### config.mk
export PLATFORM = sky130hd
export DESIGN_NAME = tog_event_decoder
export DESIGN_NICKNAME = d
export VERILOG_FILES = /design/src/rtl/tog_event_decoder.sv
export SDC_FILE = /design/constraint.sdc
export NUM_CORES = 1
export LEC_CHECK = 0
export ABC_AREA = 1
export BUFFER_PORTS_ARGS = -buffer_cell sky130_fd_sc_hd__buf_2
export CORE_MARGIN = 2
export CORE_UTILIZATION = 49
export CTS_CLUSTER_SIZE = 40
export DETAILED_ROUTE_END_ITERATION = 6
export GPL_TIMING_DRIVEN = 0
export PLACE_DENSITY_LB_ADDON = 0.3
export SLEW_MARGIN = 40
export SYNTH_ARGS = -nofsm -noshare
export SYNTH_HDL_FRONTEND = slang
export SYNTH_SLANG_ARGS = --single-unit
### constraint.sdc
create_clock -name clk -period 1.4 [get_ports clk]
set_clock_uncertainty 0.15 [all_clocks]
set_input_delay 0.07 -clock clk [delete_from_list [all_inputs] [get_ports clk]]
set_output_delay 0.07 -clock clk [all_outputs]
set_load 0.01 [all_outputs]
### src/rtl/tog_event_decoder.sv
// -----------------------------------------------------------------------------
// tog_event_decoder
// Receiving end of a toggle-encoded event link. Each level change on tog_in
// (driven by a remote T flip-flop) becomes one event. Events are queued in a
// saturating pending counter and handed out one at a time over valid/ready.
// A wrapping total event count and a sticky overflow flag are also kept.
//
// Parameters:
//   SYNC_STAGES  synchronizer depth on tog_in (legal 2..4)
//   CNT_W        pending counter width, queue depth 2^CNT_W-1
//   TOTAL_W      total event counter width
//
// Ports:
//   clk        in   clock, rising edge
//   rstn       in   asynchronous active-low reset
//   tog_in     in   toggle-encoded event line, asynchronous to clk
//   evt_valid  out  at least one event pending
//   evt_ready  in   consumer takes one event when evt_valid=1
//   pending    out  number of queued events
//   overflow   out  sticky: an event was dropped on a full queue
//   clr_ovf    in   synchronous clear of overflow (a same-cycle drop wins)
//   evt_pulse  out  one-cycle pulse per detected event (optional)
//   total_cnt  out  count of all detected events, wraps
//
// Optional feature macro: TOG_EVENT_DECODER_PULSE_OUT_EN
//   defined     -> evt_pulse port and its flop are built
//   not defined -> no evt_pulse port, no extra flops
// -----------------------------------------------------------------------------
module tog_event_decoder #(
    parameter int unsigned SYNC_STAGES = 2,
    parameter int unsigned CNT_W       = 4,
    parameter int unsigned TOTAL_W     = 16
) (
    input  logic               clk,
    input  logic               rstn,
    input  logic               tog_in,
    output logic               evt_valid,
    input  logic               evt_ready,
    output logic [CNT_W-1:0]   pending,
    output logic               overflow,
    input  logic               clr_ovf,
`ifdef TOG_EVENT_DECODER_PULSE_OUT_EN
    output logic               evt_pulse,
`endif
    output logic [TOTAL_W-1:0] total_cnt
);

    localparam int unsigned ARM_W = 3;

    localparam logic [ARM_W-1:0] ARM_DONE  = ARM_W'(SYNC_STAGES);
    localparam logic [CNT_W-1:0] PEND_FULL = '1;

    typedef enum logic [0:0] {
        ST_ARM = 1'b0,
        ST_RUN = 1'b1
    } state_t;

    state_t                   r_state;
    state_t                   w_state_nxt;
    logic [ARM_W-1:0]         r_arm_cnt;
    logic [ARM_W-1:0]         w_arm_cnt_nxt;

    logic [SYNC_STAGES-1:0]   r_sync;
    logic                     r_prev;
    logic                     w_s_out;
    logic                     w_det;
    logic                     w_pop;
    logic                     w_drop;

    logic [CNT_W-1:0]         r_pending;
    logic [CNT_W-1:0]         w_pending_nxt;
    logic                     r_valid;
    logic                     r_overflow;
    logic                     w_overflow_nxt;
    logic [TOTAL_W-1:0]       r_total;
    logic [TOTAL_W-1:0]       w_total_nxt;

    // Synchronizer chain and previous-level register
    always_ff @(posedge clk or negedge rstn) begin
        if (!rstn) begin
            r_sync <= '0;
            r_prev <= 1'b0;
        end else begin
            r_sync <= {r_sync[SYNC_STAGES-2:0], tog_in};
            r_prev <= w_s_out;
        end
    end

    assign w_s_out = r_sync[SYNC_STAGES-1];

    // State register
    always_ff @(posedge clk or negedge rstn) begin
        if (!rstn) begin
            r_state   <= ST_ARM;
            r_arm_cnt <= '0;
        end else begin
            r_state   <= w_state_nxt;
            r_arm_cnt <= w_arm_cnt_nxt;
        end
    end

    // ARM waits until the post-reset sender level has reached prev, so the
    // first s_out/prev mismatch after reset never turns into an event.
    always_comb begin
        w_state_nxt   = r_state;
        w_arm_cnt_nxt = r_arm_cnt;
        case (r_state)
            ST_ARM: begin
                if (r_arm_cnt == ARM_DONE) begin
                    w_state_nxt = ST_RUN;
                end else begin
                    w_arm_cnt_nxt = r_arm_cnt + ARM_W'(1);
                end
            end
            ST_RUN: begin
                w_state_nxt = ST_RUN;
            end
            default: begin
                w_state_nxt = ST_ARM;
            end
        endcase
    end

    assign w_det = (w_s_out ^ r_prev) & (r_state == ST_RUN);
    assign w_pop = r_valid & evt_ready;

    // Pending / overflow / total next-state
    always_comb begin
        w_pending_nxt  = r_pending;
        w_drop         = 1'b0;
        w_total_nxt    = r_total;
        w_overflow_nxt = r_overflow;

        if (w_det) begin
            w_total_nxt = r_total + TOTAL_W'(1);
        end

        // det & pop cancel out, so a full queue never drops in that case
        if (w_det && !w_pop) begin
            if (r_pending == PEND_FULL) begin
                w_drop = 1'b1;
            end else begin
                w_pending_nxt = r_pending + CNT_W'(1);
            end
        end else if (!w_det && w_pop) begin
            w_pending_nxt = r_pending - CNT_W'(1);
        end

        if (w_drop) begin
            w_overflow_nxt = 1'b1;
        end else if (clr_ovf) begin
            w_overflow_nxt = 1'b0;
        end
    end

    // Event bookkeeping registers; valid is precomputed from next pending
    always_ff @(posedge clk or negedge rstn) begin
        if (!rstn) begin
            r_pending  <= '0;
            r_valid    <= 1'b0;
            r_overflow <= 1'b0;
            r_total    <= '0;
        end else begin
            r_pending  <= w_pending_nxt;
            r_valid    <= (w_pending_nxt != '0);
            r_overflow <= w_overflow_nxt;
            r_total    <= w_total_nxt;
        end
    end

`ifdef TOG_EVENT_DECODER_PULSE_OUT_EN
    logic r_pulse;

    // Registered copy of det, aligned with the pending update
    always_ff @(posedge clk or negedge rstn) begin
        if (!rstn) begin
            r_pulse <= 1'b0;
        end else begin
            r_pulse <= w_det;
        end
    end

    assign evt_pulse = r_pulse;
`endif

    assign evt_valid = r_valid;
    assign pending   = r_pending;
    assign overflow  = r_overflow;
    assign total_cnt = r_total;

endmodule

[Word level (Yosys, flattened, before mapping)]
Cells that the tools add are included.
W data, S select, Z words.
Word-level totals
  flip-flop bits (word level): 29
  memory bits (writable): 0
  latch bits: 0
  ROM bits: 0
  memories kept: 0
Operators by class
  shift operators: 0
  multiply operators: 0
  add/sub/neg operators: 4
  bitwise gates (word level): 5
  eq/ne operators: 2
  magnitude comparators: 0
  divide/modulo/power cells: 0
  mux-type cells: 9
  reductions and logical operators: 7
Operators by type and width (number)
  $add A16 B1 Y16 const B: 1
  $mux W4: 3
  $mux W1: 5
  $add A4 B1 Y4 const B: 1
  $eq A4 B4 Y1 const B: 1
  $reduce_bool A4 Y1: 1
  $sub A4 B1 Y4 const B: 1
  $add A3 B1 Y3 const B: 1
  $eq A3 B2 Y1 const B: 1
  $and A1 B1 Y1: 2
  $logic_and A1 B1 Y1: 2
  $logic_not A1 Y1: 2
  $not A1 Y1: 2
  $pmux W1 S2: 1
  $reduce_and A2 Y1: 1
  $reduce_bool A2 Y1: 1
  $xor A1 B1 Y1: 1

[Depth between registers and ports, before layout]
  word-level depth: 7
  mapped depth: 10
  depth with buffers taken out: 9

[Worst setup path before layout]
No wires, ideal clock.
  path kind: reg-to-reg
  start: register r_total[0] (netlist: total_cnt[0])
  end: register r_total[14] (netlist: total_cnt[14])
  library setup time: 0.123 ns
  data required time: 1.127 ns
  period minus slack after synthesis: 1.546 ns
  path slack: -0.146 ns
  arrival: 1.273 ns
  stages on the path, launching flop included: 7
  cells stage by stage: dfrtp_1 -> ha_1 -> nand3_1 -> nand3b_4 -> nor2_4 -> nand3_1 -> xor2_1
Between the ends
  longest elaborated chain between the ends: 1
Ends and longest elaborated chain
  from (decl): line 75  | logic [TOTAL_W-1:0] r_total;
  from (signal assigned): line 167  | r_total <= w_total_nxt;
  $add A16 B1 Y16: line 135  | w_total_nxt = r_total + TOTAL_W'(1);
Every way passes these cells.
A chain may end at the register's enable or synchronous reset.

[Worst setup path after layout]
  start: register r_prev
  end: register r_total[12] (netlist: total_cnt[12])
Between the ends
  longest elaborated chain between the ends: 2
Ends and longest elaborated chain
  from (decl): line 64  | logic r_prev;
  from (signal assigned): line 85  | r_prev <= w_s_out;
  $xor A1 B1 Y1: line 124  | assign w_det = (w_s_out ^ r_prev) & (r_state == ST_RUN);
  $and A1 B1 Y1: line 124
Every way passes these cells.

==> results.py <==
metrics = {
    "worst_setup_path": {
        "path_class": "reg -> reg",
        "rr_worst_depth": 7,
        "critPathRequiredTime_ps": 1490,
        "critPathCaptureType": "flop",
        "arrival_ps": 1570,
        "cp_max_fo": 5,
        "worstSetupStartpointType": "flop",
    },
    "route": {
        "drc": 0,
        "wl_per_cell_um": 13.1,
        "ant_nets": 0,
        "routed_via_density": 5.07,
        "drt-initial-drc-count": 42,
        "wl_um": 3340,
        "drtPass1Iterations": 4,
        "vias": 1293,
    },
    "cells_and_area": {
        "final_core_util_pct": 68.4,
        "diodes": 0,
        "stdcell_area_um2": 2090,
        "drive_gt1_share_pct": 46.9,
        "fin_nets": 220,
        "fillers": 253,
        "syn_to_final_growth_pct": 33.2,
    },
    "grt": {
        "grt_pass1_vias": 1200,
        "grtUsageTotal_pct": 20.1,
        "antenna_found_initial": 0,
        "grt_pass1_wl_um": 5310,
        "grt_overflow": 0,
        "grt_max_degree": 30,
    },
    "clock_tree": {
        "htree_levels": 2,
        "clkSlewWorstSetupHoldPaths_ps": 100,
        "worstSkewPairLatency_ps": 340,
        "cts_root_buffer": "clkbuf_4",
        "cts.path.max_buffers": 2,
        "cts_tree": "built",
        "cts-buffers-inserted": 5,
        "clock_sinks": 29,
    },
    "floorplan": {
        "placementRows": 20,
        "die_h_um": 60.5,
        "core-area_um2": 3050,
        "io-pin-count": 27,
        "die-area_um2": 3670,
        "die_w_um": 60.5,
        "initial_core_util_pct": 51.3,
    },
    "synthesis": {
        "synth_area_um2": 1570,
        "synthFlopType": "dfrtp_1",
        "ys_warn_count": 0,
        "synth_edf_count": 0,
        "yosys.area.top_type": "dfrtp_1",
        "async_reset_ff_share_pct": 100,
        "syn_nets": 172,
        "synth_commonest_cells": "nand2_1 (34), dfrtp_1 (29), inv_1 (17)",
        "yosysSeqAreaShare_pct": 46.3,
        "synth_top_area_share_pct": 46.3,
        "syn_inst": 162,
        "synth_most_common_cell": "nand2_1",
        "synth_area_leaders": "dfrtp_1 (46%), nand2_1 (8.1%), xor2_1 (6.7%)",
        "postSynthAreaPerCell_um2": 9.67,
        "synth_seq_cells": 29,
        "yosysUniqueCellTypes": 25,
    },
    "sta": {
        "fin_crit_ps": 1490,
        "fmax_ghz": 0.673,
        "worst_slack_ps": -87.0,
        "slew_violations": 0,
        "hold_viol_final": 0,
        "relSlewSlack_pct": 58.1,
        "period_share_pct": 106,
        "rsz0062_at_grt": "true",
        "whs_ps": 44.7,
        "setup_viol": 9,
        "tightest_slew_ps": 628,
    },
    "job": {
        "cap_violations": 0,
    },
    "pwr": {
        "p_per_area_nw_per_um2": 1490,
        "leakage_uw": 0.00103,
        "ir_drop_uv": 570,
    },
    "place": {
        "place_congestion": 0.801,
        "place_area_um2": 1770,
        "port_buffers": 26,
        "hpwl_um": 2240,
        "pre_cts_slack_ps": -167,
    },
    "worst_hold_path": {
        "hp-class": "in -> reg",
        "hold_depth": 6,
    },
    "status": {
        "violations": "negative setup slack",
        "run_status": "finished with violations",
    },
}
==> cell usage in the layout (no fill, tap or decap), types with 2 or more instances in the layout <==
| cell | n |
|---|---|
| inv_2 | 4 |
| nand3_1 | 9 |
| nor2_1 | 8 |
| buf_4 | 8 |
| nor2_2 | 3 |
| inv_1 | 13 |
| nand3_4 | 3 |
| buf_6 | 3 |
| o21ai_1 | 2 |
| o21ai_0 | 2 |
| clkbuf_4 | 5 |
| dlygate4sd3_1 | 3 |
| nand4_1 | 7 |
| nand2_1 | 30 |
| nor2_4 | 7 |
| dfrtp_1 | 18 |
| xnor2_1 | 2 |
| ha_4 | 2 |
| ha_1 | 3 |
| dfrtp_2 | 11 |
| buf_2 | 26 |
| clkbuf_1 | 2 |
| xor2_1 | 12 |
| nand3_2 | 8 |
| nand2_2 | 7 |
==> critical path: stages, from the launching register on <==
cell and delay, ps:
dfrtp_1 420, nand2_2 130, nand3_4 140, buf_12 180, nor3_4 150, nand3_1 120
nand2_1 90, inv_1 40
==> cell type report <==
type | instances | area [um^2] | area share (%)
Multi-Input combinational cell | 115 | 871 | 41.7
Timing Repair Buffer | 41 | 279 | 13.4
Sequential cell | 29 | 739 | 35.4
Tap cell | 44 | 55.1 | 2.64
Inverter | 17 | 63.8 | 3.06
Buffer | 1 | 20.0 | 0.959
Clock buffer | 8 | 58.8 | 2.82
==> final timing paths <==
kind / startpoint / end / slack (ps)
min in group asynchronous: rstn / total_cnt[14] / 120
max in group asynchronous: rstn / total_cnt[8] / 520
setup reg to reg: r_prev / total_cnt[12] / -90
hold / removal: evt_ready / pending[0] / 40
hold reg to reg: r_sync[0] / r_sync[1] / 200
setup / recovery: r_prev / total_cnt[12] / -90
==> metrics by stage <==
| step | total power [uW] | TNS (ps) | std cells |
|---|---|---|---|
| final | 3100 | -437 | 255 |
| after global routing | 3310 | -1680 | 255 |
| after detailed placement | 2240 | -700 | 232 |
| after CTS | 2930 | -266 | 247 |
| after global placement | 2180 | -273 | 232 |
| after floorplan | 1910 | -145 | 162 |
==> power by group <==
part	leakage (uW)	internal (uW)	total (uW)	switching, uW
sequential	0.000351	1020	1300	281
combinational	0.000649	581	1250	668
clock	0.0000326	248	555	307
==> per-layer routing <==
layer / vias up / part of all wire [%] / track usage, % / routed length, um
met5: - / 0 / 0 / 0
met4: 0 / 1.7 / 8.70 / 56
met3: 5 / 4.3 / 6.82 / 143
met2: 29 / 50 / 31.8 / 1680
met1: 635 / 44 / 25.2 / 1450
li1: 624 / - / - / -
==> kinds of logic (layout without fill, tap and decap cells) <==
logic type / count (synthesis) / count (layout) / share of synthesized area, %
simple gates: 87 / 87 / 32.4
flops: 29 / 29 / 46.3
buf+inv: 18 / 67 / 5.35
xor+xnor: 15 / 15 / 8.39
compound gates: 8 / 8 / 3.51
fa+ha+maj: 5 / 5 / 3.99
==> timing repair <==
action / in CTS / in global routing
pin swaps: 3 / 12
endpoints found under the setup margin: 13 / 17
cloned: 0 / 1
buffers inserted: 4 / 7
resized for setup: 13 / 20
endpoints found under the hold margin: 31 / 0
hold buffers: 3 / 0
==> sequential cells by signal, summed over array words and instances, names as in the netlist <==
| name | cells |
|---|---|
| evt_valid | 1 |
| r_arm_cnt | 3 |
| pending | 4 |
| r_state | 1 |
| r_sync | 2 |
| r_prev | 1 |
| total_cnt | 16 |
| overflow | 1 |
Power figures use the tool's default switching activity.
